<file path="config.mk">
export PLATFORM = sky130hd
export DESIGN_NAME = msx_fdc_ctrl
export DESIGN_NICKNAME = d
export VERILOG_FILES = /design/src/rtl/msx_fdc_ctrl.sv
export SDC_FILE = /design/constraint.sdc
export NUM_CORES = 1
export LEC_CHECK = 0
export ABC_AREA = 1
export CAP_MARGIN = 40
export CORE_MARGIN = 5
export CORE_UTILIZATION = 29
export DETAILED_ROUTE_END_ITERATION = 10
export PLACE_DENSITY = 0.82
export SLEW_MARGIN = 20
export SYNTH_ARGS = -nofsm -noshare
export SYNTH_HDL_FRONTEND = slang
export SYNTH_SLANG_ARGS = --single-unit
</file>
<file path="constraint.sdc">
create_clock -name clk -period 1.7 [get_ports clk]
set_clock_uncertainty 0.1 [all_clocks]
set_input_delay 0.34 -clock clk [delete_from_list [all_inputs] [get_ports clk]]
set_output_delay 0.34 -clock clk [all_outputs]
set_load 0.02 [all_outputs]
</file>
<file path="src/rtl/msx_fdc_ctrl.sv">
// msx_fdc_ctrl: MSX slot glue for a WD1793-class FDC and disk ROM, 1..4 drives.
// Define FDC_MOTOR_TIMEOUT_EN to build the motor auto-off timer.
`timescale 1ns/1ps
module msx_fdc_ctrl #(
    parameter int NUM_DRIVES = 2,
    parameter int TMR_W = 24,
    parameter logic [TMR_W-1:0] MOTOR_TIMEOUT = 24'd3_580_000
) (
    input  logic                  clk,
    input  logic                  reset_n,
    input  logic                  clk_en,
    input  logic [15:0]           addr,
    input  logic [7:0]            d_from_cpu,
    output logic [7:0]            d_to_cpu,
    input  logic                  stlsl_n,
    input  logic                  wr_n,
    input  logic                  rd_n,
    input  logic                  CS1_n,
    input  logic [7:0]            rom_q,
    input  logic [NUM_DRIVES-1:0] img_mounted,
    input  logic [31:0]           img_size,
    output logic                  fdc_io_en,
    output logic                  fdc_rd,
    output logic                  fdc_wr,
    output logic [1:0]            fdc_addr,
    input  logic [7:0]            fdc_dout,
    input  logic                  fdc_drq,
    input  logic                  fdc_intrq,
    output logic                  fdc_ready,
    output logic                  fdc_side,
    output logic [1:0]            fdc_drive,
    output logic                  motor_on
);

    logic                  regsel;
    logic                  romsel;
    logic [2:0]            ofs;
    logic                  wr_q;
    logic                  wr_ev;
    logic                  side_q;
    logic                  in_use_q;
    logic                  motor_q;
    logic [1:0]            drv_q;
    logic                  drv_valid;
    logic                  ready_sel;
    logic [NUM_DRIVES-1:0] present_q;
    logic [NUM_DRIVES-1:0] present_d;
    logic [NUM_DRIVES-1:0] changed_q;
    logic [NUM_DRIVES-1:0] changed_d;
    logic [7:0]            chg_rd;

    assign ofs    = addr[2:0];
    assign regsel = ~stlsl_n & (&addr[13:3]);
    assign romsel = (addr[15:14] == 2'b01) & ~stlsl_n & ~CS1_n & ~regsel;

    // A strobe counts once: only its first sampled cycle is an event.
    assign wr_ev = regsel & ~wr_n & ~wr_q;

    assign fdc_io_en = regsel & ~addr[2];
    assign fdc_rd    = ~rd_n;
    assign fdc_wr    = ~wr_n;
    assign fdc_addr  = addr[1:0];

    assign drv_valid = {1'b0, drv_q} < 3'(NUM_DRIVES);
    assign fdc_drive = drv_valid ? drv_q : 2'd0;
    assign fdc_side  = side_q;
    assign motor_on  = motor_q;
    assign fdc_ready = motor_q & drv_valid & ready_sel;

    // Remember the previous strobe state for edge detection.
    always_ff @(posedge clk or negedge reset_n) begin
        if (!reset_n) wr_q <= 1'b0;
        else          wr_q <= regsel & ~wr_n;
    end

    // Side, drive and in-use control registers.
    always_ff @(posedge clk or negedge reset_n) begin
        if (!reset_n) begin
            side_q   <= 1'b0;
            drv_q    <= 2'd0;
            in_use_q <= 1'b0;
        end else if (wr_ev) begin
            if (ofs == 3'd4) side_q <= d_from_cpu[0];
            if (ofs == 3'd5) begin
                drv_q    <= d_from_cpu[1:0];
                in_use_q <= d_from_cpu[6];
            end
        end
    end

    // Next image state: W1C clear first so a same-cycle mount wins.
    always_comb begin
        present_d = present_q;
        changed_d = changed_q;
        if (wr_ev && ofs == 3'd6)
            changed_d = changed_q & ~d_from_cpu[NUM_DRIVES-1:0];
        for (int i = 0; i < NUM_DRIVES; i++) begin
            if (img_mounted[i]) begin
                present_d[i] = |img_size;
                changed_d[i] = 1'b1;
            end
        end
    end

    // Per-drive presence and disk-change latches.
    always_ff @(posedge clk or negedge reset_n) begin
        if (!reset_n) begin
            present_q <= '0;
            changed_q <= '0;
        end else begin
            present_q <= present_d;
            changed_q <= changed_d;
        end
    end

`ifdef FDC_MOTOR_TIMEOUT_EN
    logic [TMR_W-1:0] tmr_q;
    logic             fdc_wr_ev;
    logic             unused_ok;

    assign fdc_wr_ev = wr_ev & ~addr[2];
    assign unused_ok = ^{d_from_cpu[5:2]};

    // Motor hold timer: explicit writes and FDC accesses beat tick decrements.
    always_ff @(posedge clk or negedge reset_n) begin
        if (!reset_n) begin
            tmr_q   <= '0;
            motor_q <= 1'b0;
        end else if (wr_ev && ofs == 3'd5) begin
            tmr_q   <= d_from_cpu[7] ? MOTOR_TIMEOUT : '0;
            motor_q <= d_from_cpu[7];
        end else if (fdc_wr_ev && motor_q) begin
            tmr_q <= MOTOR_TIMEOUT;
        end else if (clk_en && tmr_q != '0) begin
            tmr_q <= tmr_q - 1'b1;
            if (tmr_q == TMR_W'(1)) motor_q <= 1'b0;
        end
    end
`else
    logic unused_ok;

    assign unused_ok = ^{d_from_cpu[5:2], clk_en, MOTOR_TIMEOUT};

    // Motor follows the last requested state.
    always_ff @(posedge clk or negedge reset_n) begin
        if (!reset_n)                    motor_q <= 1'b0;
        else if (wr_ev && ofs == 3'd5)   motor_q <= d_from_cpu[7];
    end
`endif

    // READY source for the selected drive.
    always_comb begin
        ready_sel = 1'b0;
        for (int i = 0; i < NUM_DRIVES; i++)
            if (drv_q == 2'(i)) ready_sel = present_q[i];
    end

    // Disk-change status with unused drive bits read as ones.
    always_comb begin
        chg_rd = 8'hFF;
        chg_rd[NUM_DRIVES-1:0] = changed_q;
    end

    // CPU read mux: ROM first, then the register window.
    always_comb begin
        d_to_cpu = 8'hFF;
        if (romsel) begin
            d_to_cpu = rom_q;
        end else if (regsel) begin
            case (ofs)
                3'd0, 3'd1, 3'd2, 3'd3:
                    if (!rd_n) d_to_cpu = fdc_dout;
                3'd4: d_to_cpu = {7'h7F, ~side_q};
                3'd5: d_to_cpu = {motor_q, in_use_q, 4'hF, drv_q};
                3'd6: d_to_cpu = chg_rd;
                default: d_to_cpu = {~fdc_drq, ~fdc_intrq, 6'h3F};
            endcase
        end
    end

endmodule

</file>
==> impl_metrics.csv <==
group,metric,value,unit
run_status,status,"finished with violations",
run_status,violations,"setup timing",
pwr,p_clk_share,20.9,%
final_layout,multiInputGateArea,732.0,um2
worst_setup_path,crit_required,1.26,ns
timing,rsz0062_at_grt,"true",
yosys,synth_cell_types,24,
cts,clk_pin_slew_worst_paths,0.05,ns
place,dp.cells,305,
floorplanning,start_util,30.81,%
global_route,grt_start_max_net_pins,11,
cts,numCtsBuffers,3,
worst_setup_path,crit_path_end_kind,"primary output",
worst_setup_path,path_class,"in -> out",
yosys,ys_ff_latch,10,
pwr,sw_frac_of_total,26.35,%
floorplanning,dieArea,4545,um2
yosys,async_reset_ff_share,100.0,%
cts,clock_sinks,10,
global_route,antenna_found_initial,0,
final_layout,layout-drive-gt1-share,35.79,%
floorplanning,die_h,67.42,um
cts,cts-root-buf,"clkbuf_4",
detailed_routing,wire_per_inst,13.15,um
yosys,synth_nets,239,
final_layout,final_common_cell,"clkdlybuf4s50_1",
yosys,synthesis.yosys.warnings,0,
flow_run,maxCapViolCount,0,
final_layout,diodes,0,
pwr,seqPwrFrac,34.6,%
cts,ctsHoldBuffers,0,
detailed_routing,antenna_left,0,
floorplanning,rows,20,
cts,clock_path_buffers,2,
detailed_routing,vias_per_cell,4.530,
detailed_routing,drt_pre_antenna_iters,4,
final_layout,seq_area,250.2,um2
worst_setup_path,crit_start,"fdc_dout[7]",
timing,setup_slack,-0.1167,ns
yosys,synth_flop_cell,"dfrtp_1",
cts,cts-htree-levels,1,
pwr,max-vdd-ir-drop,0.2431,mV
detailed_routing,first_iter_violations,74,
cts,clk_latency,0.25,ns
yosys,synth.area.top_cells,"dfrtp_1 26%, nand2_1 18%, nor2_1 10%, inv_1 9.4%, o21ai_0 4.2%",
yosys,post_synth_inst_count,156,
yosys,synth_top_area_share,26.18,%
timing,drv_slew,0,
worst_setup_path,worstSetupStartpointType,"primary input",
yosys,synthesis.area,955.9,um2
final_layout,final_nets,356,
yosys,synth_area_per_cell,6.128,um2
worst_setup_path,rr_startpoint,"wr_q",
detailed_routing,route.vias.total,1427,
global_route,track_usage,18.33,%
cts,cts_tree,"yes",
final_layout,fillerInstances,264,
worst_setup_path,reg2regPathDepth,4,
detailed_routing,wl,4143,um
pwr,p_switching,0.1852,mW
yosys,yosysSeqAreaShare,26.18,%
timing,fmax,0.5505,GHz
pwr,internal_power,0.5177,mW
timing,hold_viol,0,
timing,period_share,106.9,%
worst_setup_path,path_max_fanout,1,
final_layout,syn_to_final_growth,128.9,%
place,place_congestion,0.8720,
floorplanning,io_pins,101,
min_path,worstHoldPathType,"in -> async",
global_route,grt_pass1_vias,1471,
final_layout,postLayoutCellArea,2188,um2
yosys,synth_edf_count,0,
place,dp_hpwl,3144,um
detailed_routing,drc,0,
pwr,power_density,321.2,nW/um2
place,port-buffer-count,94,
final_layout,final_cell_mix,"56 x clkdlybuf4s50_1, 36 x nand2_1, 23 x nor2_1, 20 x inv_1, 20 x buf_4",
final_layout,instances_no_fill,315,
floorplanning,core,3103,um2
global_route,grt_pass1_wl,6279,um
pwr,combinationalPowerShare,44.4,%
global_route,grt.overflow.total,0,
worst_setup_path,crit_arrival,1.38,ns
timing,setup_viol,8,
pwr,leakage,1.025,nW
floorplanning,die_w,67.42,um
place,dpl-instance-area,2034,um2
timing,post-route-min-period,1.817,ns
yosys,yosysTopAreaCell,"dfrtp_1",
## area by class of cell
cell class                      count  area share, %
Multi-Input combinational cell    116          33.45
Timing Repair Buffer              115          46.88
Inverter                           27          4.688
Sequential cell                    10          11.44
Clock buffer                        3          1.029
Tap cell                           44          2.516
## metrics by stage
stage / setup TNS (ns) / total power [mW] / utilization, % / hold slack (ns) / setup slack [ns]
after floorplan: 0 / 0.3183 / - / -0.05559 / 0.07772
after global placement: -9.929 / 0.5378 / 65.56 / 0.3601 / -0.8981
after detailed placement: -10.31 / 0.5409 / 65.56 / 0.3634 / -0.9593
after CTS: -0.3108 / 0.7027 / 69.56 / 0.2861 / -0.1066
after global routing: -1.044 / 0.7462 / 70.52 / 0.3082 / -0.1639
final: -0.5892 / 0.7029 / 70.52 / 0.2839 / -0.1167
## worst paths after layout
| path | to | slack, ns |
|---|---|---|
| max in group asynchronous | changed_q[0] | 0.93 |
| min in group clk | changed_q[1] | 0.38 |
| worst min register to register | changed_q[1] | 0.38 |
| worst max-delay path | d_to_cpu[7] | -0.12 |
| worst min-delay path | changed_q[1] | 0.28 |
| worst max register to register | drv_q[0] | 0.71 |
## power by group through the flow
stage          combinational, mW  sequential (mW)  clock, mW
3_3_place_gp               0.290            0.247          0
2_1_floorplan             0.0712            0.247          0
4_1_cts                    0.303            0.243      0.156
6_report                   0.312            0.243      0.147
3_5_place_dp               0.293            0.248          0
5_1_grt                    0.335            0.244      0.167
## routing by layer
| layer | global-route usage, % | up-vias | routed length [um] |
|---|---|---|---|
| met1 | 17.79 | 614 | 1406 |
| met4 | 9.114 | 0 | 95 |
| met3 | 5.824 | 8 | 637 |
| li1 | - | 716 | - |
| met5 | 0 | - | 0 |
| met2 | 34.48 | 89 | 2004 |
## registers in the layout, summed over array words and instances, names as in the netlist
register and cells:
drv_q 2, fdc_side 1, in_use_q 1, wr_q 1, motor_on 1, present_q 2
changed_q 2
## critical path, stage by stage
cell and delay (ns):
clkdlybuf4s50_1 0.41, o21ai_0 0.16, nand3_1 0.15, nor2_4 0.12, nor2_1 0.05, buf_4 0.15
## cell usage after synthesis (2+ instances only)
library cell / number
nand2_1: 45
inv_1: 24
o21ai_0: 8
inv_2: 2
nand2_2: 2
nor2_2: 2
nand4_1: 5
nor2_1: 26
nor3_1: 3
nor2_4: 2
nand3_1: 5
or2_2: 4
nand3_4: 2
buf_4: 3
o22ai_1: 4
nand3b_1: 2
dfrtp_1: 10
## cell families (layout without fill, tap and decap cells)
| family | Yosys count | after routing | share of synthesized area [%] |
|---|---|---|---|
| AND/OR/NAND/NOR | 100 | 100 | 51.57 |
| AO/OA/AOI/OAI | 15 | 15 | 8.769 |
| flip-flops | 10 | 10 | 26.18 |
| other | 1 | 1 | 0.3923 |
| buffers and inverters | 30 | 145 | 13.09 |
## timing repair
action                                 4_1_cts  5_1_grt
endpoints found under the hold margin        0        0
setup endpoints to repair                   17       10
pin swaps                                   31       16
resized for setup                          166       15
cloned                                       0        0
buffers inserted                             7        0
No activity file was read; power rests on OpenSTA's default activity.
